===== config.mk =====
export PLATFORM = sky130hd
export DESIGN_NAME = cp_strip_stream
export DESIGN_NICKNAME = d
export VERILOG_FILES = /design/src/rtl/cp_strip_stream.sv
export SDC_FILE = /design/constraint.sdc
export NUM_CORES = 1
export LEC_CHECK = 0
export CAP_MARGIN = 30
export CORE_ASPECT_RATIO = 0.7
export CORE_UTILIZATION = 48
export CTS_CLUSTER_DIAMETER = 60
export DETAILED_ROUTE_END_ITERATION = 10
export PLACE_DENSITY = 0.84
export SETUP_SLACK_MARGIN = 0.15
export SYNTH_ARGS = -nofsm -noshare
export SYNTH_HDL_FRONTEND = slang
export SYNTH_SLANG_ARGS = --single-unit

===== constraint.sdc =====
create_clock -name CLK_I -period 4.9 [get_ports CLK_I]
set_input_delay 0.98 -clock CLK_I [delete_from_list [all_inputs] [get_ports CLK_I]]
set_output_delay 0.98 -clock CLK_I [all_outputs]
set_load 0.005 [all_outputs]

===== src/rtl/cp_strip_stream.sv =====
`default_nettype none
// ==========================================================================
// cp_strip_stream -- drops the cyclic prefix of each OFDM symbol and streams
// the N_FFT body samples downstream.  Rev 1.0
// ==========================================================================
module cp_strip_stream #(
   parameter int DW    = 16,
   parameter int N_FFT = 64,
   parameter int N_CP  = 16
) (
   input  logic          CLK_I,
   input  logic          RST_I,
   input  logic          STB_I,
   input  logic          SOF_I,
   input  logic [DW-1:0] DAT_I_r,
   input  logic [DW-1:0] DAT_I_i,
   output logic          ACK_O,
   output logic          STB_O,
   output logic [DW-1:0] DAT_O_r,
   output logic [DW-1:0] DAT_O_i,
   output logic          SOS_O,
   output logic          EOS_O,
   input  logic          ACK_I,
   output logic          ERR_O
);

   localparam int CW = $clog2(N_FFT);
   localparam logic [CW-1:0] CP_LAST   = CW'(N_CP - 1);
   localparam logic [CW-1:0] BODY_LAST = CW'(N_FFT - 1);
   // With a one-sample prefix the SOF sample itself is the whole prefix.
   localparam logic [CW-1:0] SOF_CNT   = (N_CP == 1) ? '0 : CW'(1);

   typedef enum logic [1:0] {
      IDLE = 2'd0,
      CP   = 2'd1,
      BODY = 2'd2
   } state_t;

   localparam state_t SOF_STATE = (N_CP == 1) ? BODY : CP;

   state_t          state, state_nx;
   logic [CW-1:0]   cnt, cnt_nx;
   logic            gap_err, gap_err_nx;
   logic            err_nx;
   logic            load;
   logic            xfer;

   assign ACK_O = (state != BODY) | ~STB_O | ACK_I;
   assign xfer  = STB_I & ACK_O;

   always_comb begin
      state_nx   = state;
      cnt_nx     = cnt;
      gap_err_nx = gap_err;
      err_nx     = 1'b0;
      load       = 1'b0;
      if (xfer) begin
         if (SOF_I) begin
            // An SOF outside IDLE abandons the running symbol.
            state_nx   = SOF_STATE;
            cnt_nx     = SOF_CNT;
            gap_err_nx = 1'b0;
            err_nx     = (state != IDLE);
         end else begin
            case (state)
               IDLE: begin
                  if (!gap_err) begin
                     err_nx     = 1'b1;
                     gap_err_nx = 1'b1;
                  end
               end
               CP: begin
                  if (cnt == CP_LAST) begin
                     state_nx = BODY;
                     cnt_nx   = '0;
                  end else begin
                     cnt_nx = cnt + CW'(1);
                  end
               end
               BODY: begin
                  load = 1'b1;
                  if (cnt == BODY_LAST) begin
                     state_nx = IDLE;
                     cnt_nx   = '0;
                  end else begin
                     cnt_nx = cnt + CW'(1);
                  end
               end
               default: begin
                  state_nx = IDLE;
                  cnt_nx   = '0;
               end
            endcase
         end
      end
   end

   always_ff @(posedge CLK_I or negedge RST_I) begin
      if (!RST_I) begin
         state   <= IDLE;
         cnt     <= '0;
         gap_err <= 1'b0;
         ERR_O   <= 1'b0;
      end else begin
         state   <= state_nx;
         cnt     <= cnt_nx;
         gap_err <= gap_err_nx;
         ERR_O   <= err_nx;
      end
   end

   // One-entry output register; contents hold while stalled.
   always_ff @(posedge CLK_I or negedge RST_I) begin
      if (!RST_I) begin
         STB_O   <= 1'b0;
         DAT_O_r <= '0;
         DAT_O_i <= '0;
         SOS_O   <= 1'b0;
         EOS_O   <= 1'b0;
      end else if (load) begin
         STB_O   <= 1'b1;
         DAT_O_r <= DAT_I_r;
         DAT_O_i <= DAT_I_i;
         SOS_O   <= (cnt == '0);
         EOS_O   <= (cnt == BODY_LAST);
      end else if (ACK_I) begin
         STB_O   <= 1'b0;
      end
   end

endmodule
`default_nettype wire


==> results_dict.tcl, run 1 <==
set metrics [dict create \
    vias 1472 \
    cts_tree "built" \
    hpwl_um 3180 \
    finalWeightedCongestion 0.885 \
    syn_area_um2 2120 \
    multi_input_area_um2 902 \
    post-cts-setup-buffers 0 \
    max-cap-violations 0 \
    critPathLaunchType "primary input" \
    holdWs_ns 0.485 \
    die-area_um2 4700 \
    synthCells 152 \
    cts_resized 0 \
    drt-wirelength-per-cell_um 15.3 \
    p_seq_share_pct 53.6 \
    ys.warnings.count 0 \
    peakVddDrop_mv 0.167 \
    coreArea_um2 4090 \
    crit_type "in -> out" \
    grt_pass1_wl_um 6970 \
    synth_fp_nets 194 \
    areaGrowthSynthToFinish_pct 39.6 \
    drc 0 \
    cts_htree_levels 2 \
    stdcell_area_um2 2970 \
    io_pins 74 \
    cp.required_ns 3.92 \
    seq_area_frac_synth_pct 53.0 \
    finalPower_w 0.000769 \
    num_antenna_cells 0 \
    maxSlewViolCount 0 \
    synthDistinctLibCells 36 \
    powerDensity_nw_per_um2 259 \
    syn_avg_cell_area_um2 14.0 \
    row_count 19 \
    synth_edf_count 0 \
    drt_pass1_iterations 4 \
    nNetsFinal 272 \
    io_buffer_count 73 \
    hold_viol_final 0 \
    grt_max_degree 38 \
    p_leak_nw 1.45 \
    grt_overflow 0 \
    drive_gt1_share_pct 22.1 \
    arrival_ns 2.13 \
    cts-buffers-inserted 5 \
    final_common_cell "clkdlybuf4s50_1" \
    holdBufCountCts 0 \
    fin_tns_setup_ns 0 \
    swShare_pct 24.5 \
    chipHeight_um 57.7 \
    cp-end-kind "output pin" \
    drtIter0Drc 63 \
    hp-class "reg -> reg" \
    antenna_found_initial 0 \
    placed_area_um2 2880 \
    ys_ff_latch 45 \
    rsz0062_at_grt "false" \
    power_frac_comb_pct 17.0 \
    crit_fanout 8 \
    cts_root_buffer "clkbuf_8" \
    synthFlopType "dfrtp_1" \
    clock_latency_ns 0.29 \
    antenna_left 0 \
    path_clk_slew_ns 0.08 \
    cts.sinks 45 \
    clockPowerShare_pct 29.3 \
    first_global_vias 1417 \
    ctsLongestPathBuffers 2 \
    fill_cells 280 \
    max_freq_ghz 0.321 \
    drt-total-wl_um 4320 \
    start_util_pct 52.0 \
    grt_usage_pct 20.0 \
    setup_viol 0 \
    final_cell_mix "72 x clkdlybuf4s50_1, 45 x dfrtp_1, 25 x mux2_4" \
    maxSlewHeadroom_pct 60.5 \
    synth-async-reset-ratio_pct 100 \
    fin_crit_sh_pct 63.5 \
    tightest_slew_ns 0.593 \
    fin_skew_ns 0.00568 \
    die_w_um 81.5 \
    regArea_um2 1130 \
    vias_per_cell 5.20 \
    p_int_w 0.000580 \
    p_sw_w 0.000188 \
    min_period_ns 3.11 \
    status "complete, no violations" \
]
[per-stage QoR]
| step | util [%] | std cells | setup WS (ns) |
|---|---|---|---|
| finish | 72.6 | 283 | 1.79 |
| global route | 72.6 | 283 | 1.75 |
| CTS | 72.6 | 283 | 1.79 |
| detailed placement | 70.3 | 275 | 1.78 |
| global placement | 69.9 | 274 | 1.80 |
| floorplan | - | 152 | 2.78 |
[kinds of logic (layout without fill, tap and decap cells)]
| kind of cell | Yosys count | count (layout) | synth area share [%] |
|---|---|---|---|
| AOI/OAI and AO/OA | 25 | 25 | 8.60 |
| adders and majority gates | 5 | 5 | 2.94 |
| DFF | 45 | 45 | 53.0 |
| buffers and inverters | 12 | 91 | 4.53 |
| muxes | 32 | 32 | 21.4 |
| and+or+nand+nor | 33 | 33 | 9.54 |
[path summary, 6_finish.rpt]
kind,depth (start not counted),slack (ns),to,from
min,2,0.48,EOS_O,EOS_O
min reg2reg,2,0.48,EOS_O,EOS_O
min in group asynchronous,1,0.62,cnt[4],RST_I
max in group asynchronous,2,3.79,cnt[0],RST_I
max,3,1.79,ACK_O,ACK_I
max reg2reg,6,2.76,DAT_O_i[4],state[0]
[critical path, stage by stage]
cell and delay [ns]:
clkdlybuf4s50_1 0.47, nand3b_4 0.17, clkdlybuf4s50_1 0.51
[registers in the layout, summed over array words and instances (netlist names), 2 cells and up]
register	count
DAT_O_r	16
DAT_O_i	16
state	2
cnt	6
[power by group through the flow]
stage          combinational [W]  clock (W)  sequential [W]
2_1_floorplan          0.0000530          0        0.000418
3_3_place_gp            0.000128          0        0.000418
3_5_place_dp            0.000131          0        0.000419
4_1_cts                 0.000132   0.000233        0.000412
5_1_grt                 0.000145   0.000255        0.000416
6_report                0.000131   0.000225        0.000412
[synthesized netlist by cell type (2+ instances only)]
cell,instances,area [µm²]
mux2_4,25,375
o211ai_1,3,22.5
buf_12,2,40.0
o21a_1,2,15.0
nand2_1,9,33.8
dfrtp_1,45,1130
ha_1,5,62.6
a31oi_1,3,18.8
nor2_1,3,11.3
nor3_1,5,25.0
mux2_2,7,78.8
nand3_1,3,15.0
and3_1,3,18.8
o21ai_0,5,25.0
a21oi_1,4,20.0
inv_1,8,30.0
[layout make-up]
type / instances / area share, %
tap: 52 / 2.19
timing repair buffer: 75 / 25.4
multi-input combinational: 95 / 30.4
sequential: 45 / 38.0
clock inverter: 3 / 0.717
inverter: 8 / 1.01
clock buffer: 5 / 2.32
[metal layers]
layer	wire length, µm	vias up	GRT usage (%)	part of all wire, %
li1	-	702	-	-
met1	2010	702	28.9	46
met2	1880	62	28.2	43
met3	377	6	6.30	8.7
met4	59	0	7.65	1.4
met5	0	-	0	0
No activity file was read; power rests on OpenSTA's default activity.
==> run 2: changes to the inputs <==
--- a/config.mk
+++ b/config.mk
@@ -7,10 +7,10 @@
 export LEC_CHECK = 0
 export CAP_MARGIN = 30
 export CORE_ASPECT_RATIO = 0.7
-export CORE_UTILIZATION = 48
+export CORE_UTILIZATION = 41
 export CTS_CLUSTER_DIAMETER = 60
 export DETAILED_ROUTE_END_ITERATION = 10
-export PLACE_DENSITY = 0.84
+export PLACE_DENSITY = 0.77
 export SETUP_SLACK_MARGIN = 0.15
 export SYNTH_ARGS = -nofsm -noshare
 export SYNTH_HDL_FRONTEND = slang
==> constraint.sdc (replaced) <==
create_clock -name CLK_I -period 2.51 [get_ports CLK_I]
set_input_delay 0.502 -clock CLK_I [delete_from_list [all_inputs] [get_ports CLK_I]]
set_output_delay 0.502 -clock CLK_I [all_outputs]
set_load 0.005 [all_outputs]
==> results_dict.tcl, run 2 (synthesis results as in run 1) <==
set metrics [dict create \
    cts.sinks 45 \
    io_buffer_count 73 \
    vias_per_cell 4.86 \
    num_antenna_cells 0 \
    chipHeight_um 62.2 \
    antenna_left 0 \
    cpLargestDelayFamily "buffers and inverters" \
    grt_overflow 0 \
    hpwl_um 2880 \
    finalWeightedCongestion 0.847 \
    r2r_slack_ns 0.56 \
    cts_resized 0 \
    max_freq_ghz 0.441 \
    peakVddDrop_mv 0.249 \
    holdWs_ns 0.184 \
    io_pins 74 \
    start_util_pct 43.5 \
    hold_viol_final 0 \
    areaGrowthSynthToFinish_pct 41.2 \
    instances_no_fill 301 \
    fin_ws_ns 0.242 \
    fin_crit_sh_pct 90.4 \
    clock_latency_ns 0.28 \
    fin_tns_setup_ns 0 \
    grt_usage_pct 15.8 \
    drtIter0Drc 81 \
    vias 1464 \
    critPathBufInv 2 \
    dpl.cell_count 293 \
    tightest_slew_ns 0.588 \
    final_cell_mix "72 x clkdlybuf4s50_1, 45 x dfrtp_1, 25 x mux2_4" \
    row_count 21 \
    holdBufCountCts 0 \
    max-cap-violations 0 \
    cts_htree_levels 2 \
    drt_pass1_iterations 5 \
    die_w_um 88.0 \
    crit_slowest_cell "clkdlybuf4s50_1" \
    final_common_cell "clkdlybuf4s50_1" \
    maxSlewHeadroom_pct 60.6 \
    die-area_um2 5480 \
    cp.required_ns 2.01 \
    coreArea_um2 4890 \
    fin_skew_ns 0.00250 \
    path_clk_slew_ns 0.08 \
    setup_viol 0 \
    min_period_ns 2.27 \
    worstReg2RegEnd "DAT_O_i[6]" \
    path_cells "inv_1, ha_1, nand3b_4, clkdlybuf4s50_1" \
    reg2reg_depth 6 \
    first_global_vias 1431 \
    crit_fanout 8 \
    r2r_start "state[0]" \
    critPathLaunchType "flop" \
    top_regs "DAT_O_i (16), DAT_O_r (16), cnt (6)" \
    arrival_ns 1.77 \
    drt-wirelength-per-cell_um 13.5 \
    grt_max_degree 46 \
    post-cts-setup-buffers 0 \
    hp-class "in -> async" \
    status "complete, no violations" \
    grt_pass1_wl_um 6730 \
    cp-end-kind "output pin" \
    ctsLongestPathBuffers 2 \
    p_leak_nw 1.46 \
    cts-buffers-inserted 5 \
    drc 0 \
    cts_root_buffer "clkbuf_8" \
    dpl_worst_slack_ns 0.350 \
    crit_type "reg -> out" \
    rsz0062_at_grt "false" \
    slowest_delay_ns 0.48 \
    nNetsFinal 273 \
    drt-total-wl_um 4050 \
    powerDensity_nw_per_um2 491 \
    drive_gt1_share_pct 22.0 \
    maxSlewViolCount 0 \
    antenna_found_initial 0 \
    cts_tree "built" \
]
## run 2: worst max-delay path by stage
| stage | from | endpoint | slack (ns) | depth (start not counted) |
|---|---|---|---|---|
| finish | state[0] | ACK_O | 0.24 | 4 |
| global placement | ACK_I | ACK_O | 0.36 | 3 |
| global route | state[0] | ACK_O | 0.19 | 4 |
| CTS | state[0] | ACK_O | 0.25 | 4 |
| detailed placement | ACK_I | ACK_O | 0.35 | 3 |
| floorplan | state[0] | DAT_O_i[10] | 0.82 | 7 |
## run 2: per-stage QoR
| step | area (µm²) | util (%) | power [W] |
|---|---|---|---|
| 2_1_floorplan | 2120 | - | 0.000919 |
| 3_3_place_gp | 2920 | 59.7 | 0.00107 |
| 3_5_place_dp | 2920 | 59.7 | 0.00107 |
| 4_1_cts | 3000 | 61.4 | 0.00150 |
| 5_1_grt | 3000 | 61.4 | 0.00156 |
| 6_report | 3000 | 61.4 | 0.00147 |
## run 2: where the power goes
group | total [W] | switching (W) | internal, W | leakage [nW]
Sequential | 0.000805 | 0.0000356 | 0.000769 | 0.613
Combinational | 0.000255 | 0.0000884 | 0.000166 | 0.800
Clock | 0.000414 | 0.000221 | 0.000193 | 0.0450
## run 2: routing by layer
layer	track usage, %	wire length (µm)	up-vias	share of wire (%)
met2	24.0	1730	55	43
met1	22.0	2000	705	49
li1	-	-	702	-
met5	0	0	-	0
met3	4.92	307	2	7.6
met4	4.23	14	0	0.35
## run 2: area by class of cell
type | count | area (µm²)
tap | 69 | 86.3
clock inverter | 2 | 10.0
inverter | 8 | 30.0
fill | 414 | 1890
sequential | 45 | 1130
multi-input combinational | 95 | 902
clock buffer | 6 | 72.6
timing repair buffer | 76 | 773
==> run 3: changes to the inputs <==
--- a/config.mk
+++ b/config.mk
@@ -8,9 +8,8 @@
 export CAP_MARGIN = 30
 export CORE_ASPECT_RATIO = 0.7
 export CORE_UTILIZATION = 41
-export CTS_CLUSTER_DIAMETER = 60
 export DETAILED_ROUTE_END_ITERATION = 10
-export PLACE_DENSITY = 0.77
+export PLACE_DENSITY_LB_ADDON = 0.1
 export SETUP_SLACK_MARGIN = 0.15
 export SYNTH_ARGS = -nofsm -noshare
 export SYNTH_HDL_FRONTEND = slang
==> results_dict.tcl, run 3 (synthesis results as in run 1) <==
set metrics [dict create \
    postLayoutCoreUtil_pct 61.2 \
    io_pins 74 \
    max-cap-violations 0 \
    maxSlewHeadroom_pct 62.2 \
    die-area_um2 5480 \
    drtIter0Drc 93 \
    slowest_delay_ns 0.47 \
    drive_gt1_share_pct 22.4 \
    vias 1491 \
    placed_area_um2 2910 \
    antenna_left 0 \
    clock_latency_ns 0.29 \
    vias_per_cell 4.95 \
    num_antenna_cells 0 \
    coreArea_um2 4890 \
    regArea_um2 1130 \
    cpLargestDelayFamily "buffers and inverters" \
    final_common_cell "clkdlybuf4s50_1" \
    final_cell_mix "72 x clkdlybuf4s50_1, 45 x dfrtp_1, 25 x mux2_4" \
    holdWs_ns 0.284 \
    cp.required_ns 2.01 \
    p_leak_nw 1.45 \
    hold_viol_final 0 \
    fin_ws_ns 0.326 \
    crit_slowest_cell "clkdlybuf4s50_1" \
    hpwl_um 3290 \
    die_w_um 88.0 \
    drt_pass1_iterations 4 \
    arrival_ns 1.68 \
    fill_cells 397 \
    peakVddDrop_mv 0.259 \
    grt_pass1_wl_um 7350 \
    ctsLongestPathBuffers 2 \
    cts_tree "built" \
    drt-total-wl_um 4500 \
    grt_usage_pct 17.6 \
    finalWeightedCongestion 0.810 \
    r2r_start "state[0]" \
    tightest_slew_ns 0.566 \
    maxSlewViolCount 0 \
    worstReg2RegEnd "DAT_O_i[8]" \
    rsz0062_at_grt "false" \
    crit_fanout 8 \
    dpl_worst_slack_ns 0.337 \
    status "complete, no violations" \
    fin_crit_sh_pct 87.0 \
    cts_root_buffer "clkbuf_8" \
    critPathLaunchType "flop" \
    start_util_pct 43.5 \
    cts.sinks 45 \
    cts_htree_levels 2 \
    grt_overflow 0 \
    holdBufCountCts 0 \
    crit_type "reg -> out" \
    multi_input_area_um2 905 \
    grt_max_degree 46 \
    top_regs "DAT_O_i (16), DAT_O_r (16), cnt (6)" \
    row_count 21 \
    drc 0 \
    drt-wirelength-per-cell_um 14.9 \
    cp-end-kind "output pin" \
    areaGrowthSynthToFinish_pct 40.8 \
    path_clk_slew_ns 0.08 \
    reg2reg_depth 6 \
    chipHeight_um 62.2 \
    fin_tns_setup_ns 0 \
    min_period_ns 2.18 \
    powerDensity_nw_per_um2 493 \
    io_buffer_count 73 \
    first_global_vias 1473 \
    path_cells "inv_1, ha_2, nand3b_4, clkdlybuf4s50_1" \
    cts-buffers-inserted 5 \
    nNetsFinal 273 \
    stdcell_area_um2 2990 \
    fin_skew_ns 0.00687 \
    max_freq_ghz 0.458 \
    antenna_found_initial 0 \
    hp-class "in -> async" \
    setup_viol 0 \
    critPathBufInv 2 \
    r2r_slack_ns 0.64 \
]
## run 3: layout make-up
cell class	count	area share [%]
Clock buffer	6	2.43
Tap cell	69	2.89
Timing Repair Buffer	76	25.4
Multi-Input combinational cell	95	30.3
Sequential cell	45	37.7
Inverter	8	1.00
Clock inverter	2	0.335
## run 3: timing repair
item | CTS | global route
setup buffers | 0 | 0
resized for setup | 0 | 1
setup endpoints to repair | 0 | 1
## run 3: worst max-delay path by stage
stage | from | cells after the start | endpoint
after floorplan | state[0] | 7 | DAT_O_i[10]
after global placement | ACK_I | 3 | ACK_O
after detailed placement | ACK_I | 3 | ACK_O
after CTS | state[0] | 4 | ACK_O
after global routing | state[0] | 4 | ACK_O
final | state[0] | 4 | ACK_O
## run 3: worst reg2reg max path, stage by stage (launching register included)
cell	delay, ns
dfrtp_1	0.42
inv_1	0.11
ha_2	0.26
nand3b_4	0.13
nand4b_1	0.19
buf_4	0.31
mux2_4	0.34
## run 3: metal layers
layer	track usage, %	up-vias	wire [µm]
met1	25.7	723	2130
met3	4.79	6	314
met5	0	-	0
li1	-	703	-
met2	25.5	59	2000
met4	5.04	0	49
## run 3: where the power goes
part / switching [W] / total, W / internal (W)
clock: 0.000224 / 0.000417 / 0.000193
combinational: 0.0000882 / 0.000252 / 0.000164
sequential: 0.0000365 / 0.000806 / 0.000770
## run 3: stage by stage
| stage | instances | total power, W |
|---|---|---|
| floorplan | 152 | 0.000919 |
| global placement | 293 | 0.00107 |
| detailed placement | 293 | 0.00107 |
| CTS | 301 | 0.00150 |
| global route | 301 | 0.00157 |
| finish | 301 | 0.00148 |
